**config.mk**
```make
export PLATFORM = sky130hd
export DESIGN_NAME = mem_access_ctrl
export DESIGN_NICKNAME = d
export VERILOG_FILES = /design/src/rtl/wisc_defs.sv /design/src/rtl/mem_timeout_ctr.sv /design/src/rtl/mem_access_ctrl.sv
export SDC_FILE = /design/constraint.sdc
export NUM_CORES = 1
export LEC_CHECK = 0
export ABC_AREA = 1
export CELL_PAD_IN_SITES_DETAIL_PLACEMENT = 1
export CELL_PAD_IN_SITES_GLOBAL_PLACEMENT = 1
export CORE_ASPECT_RATIO = 2
export CORE_MARGIN = 8
export CORE_UTILIZATION = 45
export CTS_CLUSTER_DIAMETER = 40
export CTS_CLUSTER_SIZE = 10
export DETAILED_ROUTE_END_ITERATION = 7
export DONT_BUFFER_PORTS = 1
export GPL_ROUTABILITY_DRIVEN = 1
export PLACE_DENSITY_LB_ADDON = 0.3
export SLEW_MARGIN = 25
export SYNTH_ARGS = -nofsm -noshare
export SYNTH_HDL_FRONTEND = slang
export SYNTH_SLANG_ARGS = --single-unit
export TNS_END_PERCENT = 1
```
**constraint.sdc**
```tcl
create_clock -name clk -period 3.6 [get_ports clk]
set_input_delay 0.9 -clock clk [delete_from_list [all_inputs] [get_ports clk]]
set_output_delay 0.9 -clock clk [all_outputs]
set_load 0.1 [all_outputs]
```
**src/rtl/wisc_defs.sv**
```systemverilog
// rtl/wisc_defs.sv - shared opcode constants, FSM state encoding and width defaults
package wisc_defs;

  localparam logic [3:0] OP_LW = 4'b1000;
  localparam logic [3:0] OP_SW = 4'b1001;

  localparam int DATA_W_DEF = 16;
  localparam int ADDR_W_DEF = 16;

  typedef enum logic [1:0] {
    ST_IDLE = 2'd0,
    ST_BUSY = 2'd1,
    ST_RESP = 2'd2
  } mac_state_e;

endpackage

```
**src/rtl/mem_timeout_ctr.sv**
```systemverilog
// rtl/mem_timeout_ctr.sv - saturating wait counter, flags the last allowed BUSY cycle
module mem_timeout_ctr #(
  parameter int TIMEOUT = 15
) (
  input  logic clk,
  input  logic rst_n,
  input  logic i_clr,
  input  logic i_en,
  output logic o_expired
);

  localparam int                CNT_W    = $clog2(TIMEOUT + 1);
  localparam logic [CNT_W-1:0] CNT_SAT  = CNT_W'(TIMEOUT);
  localparam logic [CNT_W-1:0] CNT_LAST = CNT_W'(TIMEOUT - 1);

  logic [CNT_W-1:0] r_cnt;

  always_ff @(posedge clk) begin
    if (!rst_n) begin
      r_cnt <= '0;
    end else if (i_clr) begin
      r_cnt <= '0;
    end else if (i_en && (r_cnt != CNT_SAT)) begin
      r_cnt <= r_cnt + CNT_W'(1);
    end
  end

  // Expiry is seen during the TIMEOUT-th wait cycle so the abort lands on that edge.
  assign o_expired = (r_cnt == CNT_LAST);

endmodule

```
**src/rtl/mem_access_ctrl.sv**
```systemverilog
// rtl/mem_access_ctrl.sv - memory-stage LW/SW responder: req/ack to data memory, stall, load return
module mem_access_ctrl
  import wisc_defs::*;
#(
  parameter int DATA_W  = DATA_W_DEF,
  parameter int ADDR_W  = ADDR_W_DEF,
  parameter int TIMEOUT = 15
) (
  input  logic              clk,
  input  logic              rst_n,
  input  logic              mem_to_reg,
  input  logic              reg_to_mem,
  input  logic [ADDR_W-1:0] addr,
  input  logic [DATA_W-1:0] wdata,
  output logic              stall,
  output logic [DATA_W-1:0] rdata,
  output logic              rdata_vld,
  output logic              err,
  output logic              mem_req,
  output logic              mem_we,
  output logic [ADDR_W-1:0] mem_addr,
  output logic [DATA_W-1:0] mem_wdata,
  input  logic              mem_ack,
  input  logic [DATA_W-1:0] mem_rdata
);

  mac_state_e r_state;
  mac_state_e w_next;

  logic              w_stall;
  logic              w_accept;
  logic              w_illegal;
  logic              w_done;
  logic              w_abort;
  logic              w_expired;

  logic              r_mem_req;
  logic              r_mem_we;
  logic [ADDR_W-1:0] r_mem_addr;
  logic [DATA_W-1:0] r_mem_wdata;
  logic [DATA_W-1:0] r_rdata;
  logic              r_rdata_vld;
  logic              r_err;

  always_ff @(posedge clk) begin
    if (!rst_n) begin
      r_state <= ST_IDLE;
    end else begin
      r_state <= w_next;
    end
  end

  always_comb begin
    w_next    = r_state;
    w_stall   = 1'b0;
    w_accept  = 1'b0;
    w_illegal = 1'b0;
    w_done    = 1'b0;
    w_abort   = 1'b0;
    case (r_state)
      ST_IDLE: begin
        if (mem_to_reg ^ reg_to_mem) begin
          w_stall  = 1'b1;
          w_accept = 1'b1;
          w_next   = ST_BUSY;
        end else if (mem_to_reg && reg_to_mem) begin
          w_illegal = 1'b1;
          w_next    = ST_RESP;
        end
      end
      ST_BUSY: begin
        w_stall = 1'b1;
        if (mem_ack) begin
          w_done = 1'b1;
          w_next = ST_RESP;
        end else if (w_expired) begin
          w_abort = 1'b1;
          w_next  = ST_RESP;
        end
      end
      ST_RESP: begin
        w_next = ST_IDLE;
      end
      default: begin
        w_next = ST_IDLE;
      end
    endcase
  end

  mem_timeout_ctr #(
    .TIMEOUT (TIMEOUT)
  ) u_timeout (
    .clk       (clk),
    .rst_n     (rst_n),
    .i_clr     (w_accept),
    .i_en      ((r_state == ST_BUSY) && !mem_ack),
    .o_expired (w_expired)
  );

  // Response flags are registered so they appear exactly during the RESP cycle.
  always_ff @(posedge clk) begin
    if (!rst_n) begin
      r_mem_req   <= 1'b0;
      r_mem_we    <= 1'b0;
      r_mem_addr  <= '0;
      r_mem_wdata <= '0;
      r_rdata     <= '0;
      r_rdata_vld <= 1'b0;
      r_err       <= 1'b0;
    end else begin
      r_rdata_vld <= 1'b0;
      r_err       <= 1'b0;
      if (w_accept) begin
        r_mem_req   <= 1'b1;
        r_mem_we    <= reg_to_mem;
        r_mem_addr  <= addr;
        r_mem_wdata <= wdata;
      end
      if (w_illegal) begin
        r_err <= 1'b1;
      end
      if (w_done) begin
        r_mem_req <= 1'b0;
        if (!r_mem_we) begin
          r_rdata     <= mem_rdata;
          r_rdata_vld <= 1'b1;
        end
      end
      if (w_abort) begin
        r_mem_req <= 1'b0;
        r_err     <= 1'b1;
        if (!r_mem_we) begin
          r_rdata <= '0;
        end
      end
    end
  end

  assign stall     = w_stall;
  assign rdata     = r_rdata;
  assign rdata_vld = r_rdata_vld;
  assign err       = r_err;
  assign mem_req   = r_mem_req;
  assign mem_we    = r_mem_we;
  assign mem_addr  = r_mem_addr;
  assign mem_wdata = r_mem_wdata;

endmodule
```
==> flow_summary.json <==
{
  "start_util": 0.4656,
  "cts_buffers": 9,
  "worst_pin_slew_ps": 1083,
  "critical-path-max-stage-delay_ps": 290,
  "netlist_instances": 326,
  "ys_ff_latch": 58,
  "gp_congestion": 0.7941,
  "setup_viol": 0,
  "insertion_delay_ps": 330,
  "slowest_stage": "buf_4",
  "fin_nets": 383,
  "ir_worst_vdd_mv": 0.5518,
  "internal_power_mw": 1.117,
  "worst_slack_ps": 1084,
  "yosys_warnings": 0,
  "yosysSeqAreaShare": 0.4897,
  "synth_area_sq_um": 2371,
  "first_global_vias": 2095,
  "post-cts-setup-buffers": 0,
  "cp_top_family": "buffers and inverters",
  "rrSetupSlack_ps": 1710,
  "wl_per_cell_um": 16.31,
  "place_ws_ps": 1073,
  "h-tree-depth": 3,
  "p_seq_frac": 0.605,
  "fin_skew_ps": 6.878,
  "hold_viol_final": 0,
  "grt_overflow": 0,
  "p_clk_frac": 0.298,
  "path_cells": "inv_1 > ha_1 > nand2_2 > nand2_1 > buf_4",
  "end_kind": "output pin",
  "clk_pin_slew_ps": 60,
  "viasPerCell": 5.168,
  "dr.pass1.iters": 4,
  "clkSinkCount": 58,
  "rr_worst_depth": 5,
  "ys_types": 20,
  "syn_nets": 383,
  "drv_cap": 0,
  "rows": 37,
  "drc_errors": 0,
  "leakagePower_nw": 1.112,
  "cp-startpoint": "mem_to_reg",
  "synth_area_leader_cell": "dfxtp_1",
  "status": "completed",
  "final_util": 0.5061,
  "antenna_found_initial": 0,
  "core-area_sq_um": 5092,
  "setup_tns_ps": 0,
  "cp-endpoint": "stall",
  "portBuffers": 0,
  "comb_power_share": 0.097,
  "regToRegStartpoint": "mem_we$_SDFFE_PN0P_",
  "synth_top_area_frac": 0.4897,
  "hold-path-cell-count": 2,
  "path_depth": 5,
  "crit_type": "primary input to output pin",
  "synthTopCellsByArea": "dfxtp_1 (49%), nor2_1 (14%), nand2_1 (9.3%), o21ai_0 (7.4%), inv_1 (4.9%)",
  "grt_max_degree": 52,
  "die_h_um": 118.7,
  "clockBufferDepth": 2,
  "power.switching_mw": 0.8526,
  "swShare": 0.4329,
  "grt_pass1_wl_um": 9991,
  "worst-path-buf-inv": 2,
  "cts_hold_buf": 0,
  "power.density_nw_per_um2": 764.1,
  "max_freq_mhz": 397.5,
  "cts_tree": "done",
  "cp_data_required_time_ps": 2700,
  "num_vias": 2000,
  "syn_area_per_cell_sq_um": 7.273,
  "ant_nets": 0,
  "wl_um": 6312,
  "io_pins": 106,
  "rsz0062_at_grt": "false",
  "post-route-period-util": 0.6988,
  "drt_iter0_drc": 84,
  "drv_slew": 0,
  "cp-start-kind": "primary input",
  "dp_hpwl_um": 4702,
  "n_antenna_cell": 0,
  "r2r-end": "rdata[14]$_SDFF_PN0_",
  "drive_above_1_share": 0.07295,
  "arrival_ps": 1620,
  "grt_use_total": 0.1632,
  "slew_headroom": 0.2768,
  "period_minus_slack_ps": 2516,
  "area_growth_pct": 8.707,
  "cp_max_fo": 2,
  "ctsRootBufferMaster": "clkbuf_8",
  "hold_path_class": "register to register",
  "dieArea_sq_um": 7988,
  "die_w_um": 67.33,
  "post_cts_resized": 0
}
==> cell type report <==
type                            instances  area [sq um]
Timing Repair Buffer                    3         22.52
Multi-Input combinational cell        222          1008
Sequential cell                        58          1161
Tap cell                               58         72.57
Fill cell                             666          2515
Inverter                               32         120.1
Clock inverter                          2         37.54
Clock buffer                           12         155.1
==> logic make-up after synthesis <==
kind of cell,after synthesis,share of synthesized area
AND/OR/NAND/NOR,177,0.3177
adder cells (fa/ha/maj),4,0.02111
flip-flops,58,0.4897
AO/OA/AOI/OAI,41,0.08654
buffers and inverters,46,0.08495
==> how the worst min path moves through the flow <==
stage,startpoint,to,slack (ps)
floorplan,u_timeout.r_cnt[0]$_SDFFE_PP0P_,u_timeout.r_cnt[0]$_SDFFE_PP0P_,480
global placement,u_timeout.r_cnt[3]$_SDFFE_PP0P_,u_timeout.r_cnt[3]$_SDFFE_PP0P_,510
detailed placement,u_timeout.r_cnt[3]$_SDFFE_PP0P_,u_timeout.r_cnt[3]$_SDFFE_PP0P_,530
CTS,u_timeout.r_cnt[3]$_SDFFE_PP0P_,u_timeout.r_cnt[3]$_SDFFE_PP0P_,540
global route,u_timeout.r_cnt[3]$_SDFFE_PP0P_,u_timeout.r_cnt[3]$_SDFFE_PP0P_,570
finish,u_timeout.r_cnt[3]$_SDFFE_PP0P_,u_timeout.r_cnt[3]$_SDFFE_PP0P_,530
==> Yosys cell counts <==
library cell  count
nand2_2           1
buf_6             1
inv_1            31
nor2_1           89
nand3_4           2
nor3_4            1
buf_4             4
nor2_2            1
nand3_1          20
clkbuf_1          4
a21oi_1           6
nand2_1          59
buf_2             5
dfxtp_1          58
inv_2             1
nor3_1            1
nand4_1           1
ha_1              4
o21ai_0          35
nor2_4            2
==> power groups by stage <==
stage	registers (mW)	logic [mW]	clock network [mW]
after floorplan	1.19	0.167	0
after global placement	1.21	0.187	0
after CTS	1.20	0.196	0.605
after detailed placement	1.21	0.194	0
final	1.19	0.191	0.586
after global routing	1.20	0.221	0.622
==> layout by cell type, fill, tap and decap left out <==
cell and n:
nor2_1 89, nor2_4 2, nand4_1 1, nand3_4 2, nand3_1 20, inv_1 31, nor3_4 1, a21oi_1 6
clkbuf_8 11, inv_2 1, nor3_1 1, o21ai_0 35, dfxtp_1 58, bufinv_16 1, nand2_2 1, ha_1 4
nor2_2 1, nand2_1 59, clkinvlp_4 1, buf_4 3, clkbuf_1 1
==> stage by stage <==
step	cell area (sq um)	cells	power [mW]	hold slack [ps]
finish	2577	387	1.970	533.8
global route	2577	387	2.044	566.0
CTS	2577	387	1.997	535.1
detailed placement	2385	373	1.402	526.9
global placement	2385	373	1.394	512.3
floorplan	2371	326	1.356	484.0
==> metal layers <==
| metal | global-route usage | routed length [um] |
|---|---|---|
| met4 | 0.1014 | 191 |
| met1 | 0.1405 | 2113 |
| met2 | 0.2842 | 3296 |
| met3 | 0.07758 | 711 |
| met5 | 0 | 0 |
==> worst reg2reg max path, delay by kind of cell (launching register included) <==
family | cells | cell delay (ps)
flip-flops | 1 | 1040
AND/OR/NAND/NOR | 3 | 400
buffers and inverters | 2 | 400
Note: power is estimated with default switching activity, not from simulation.
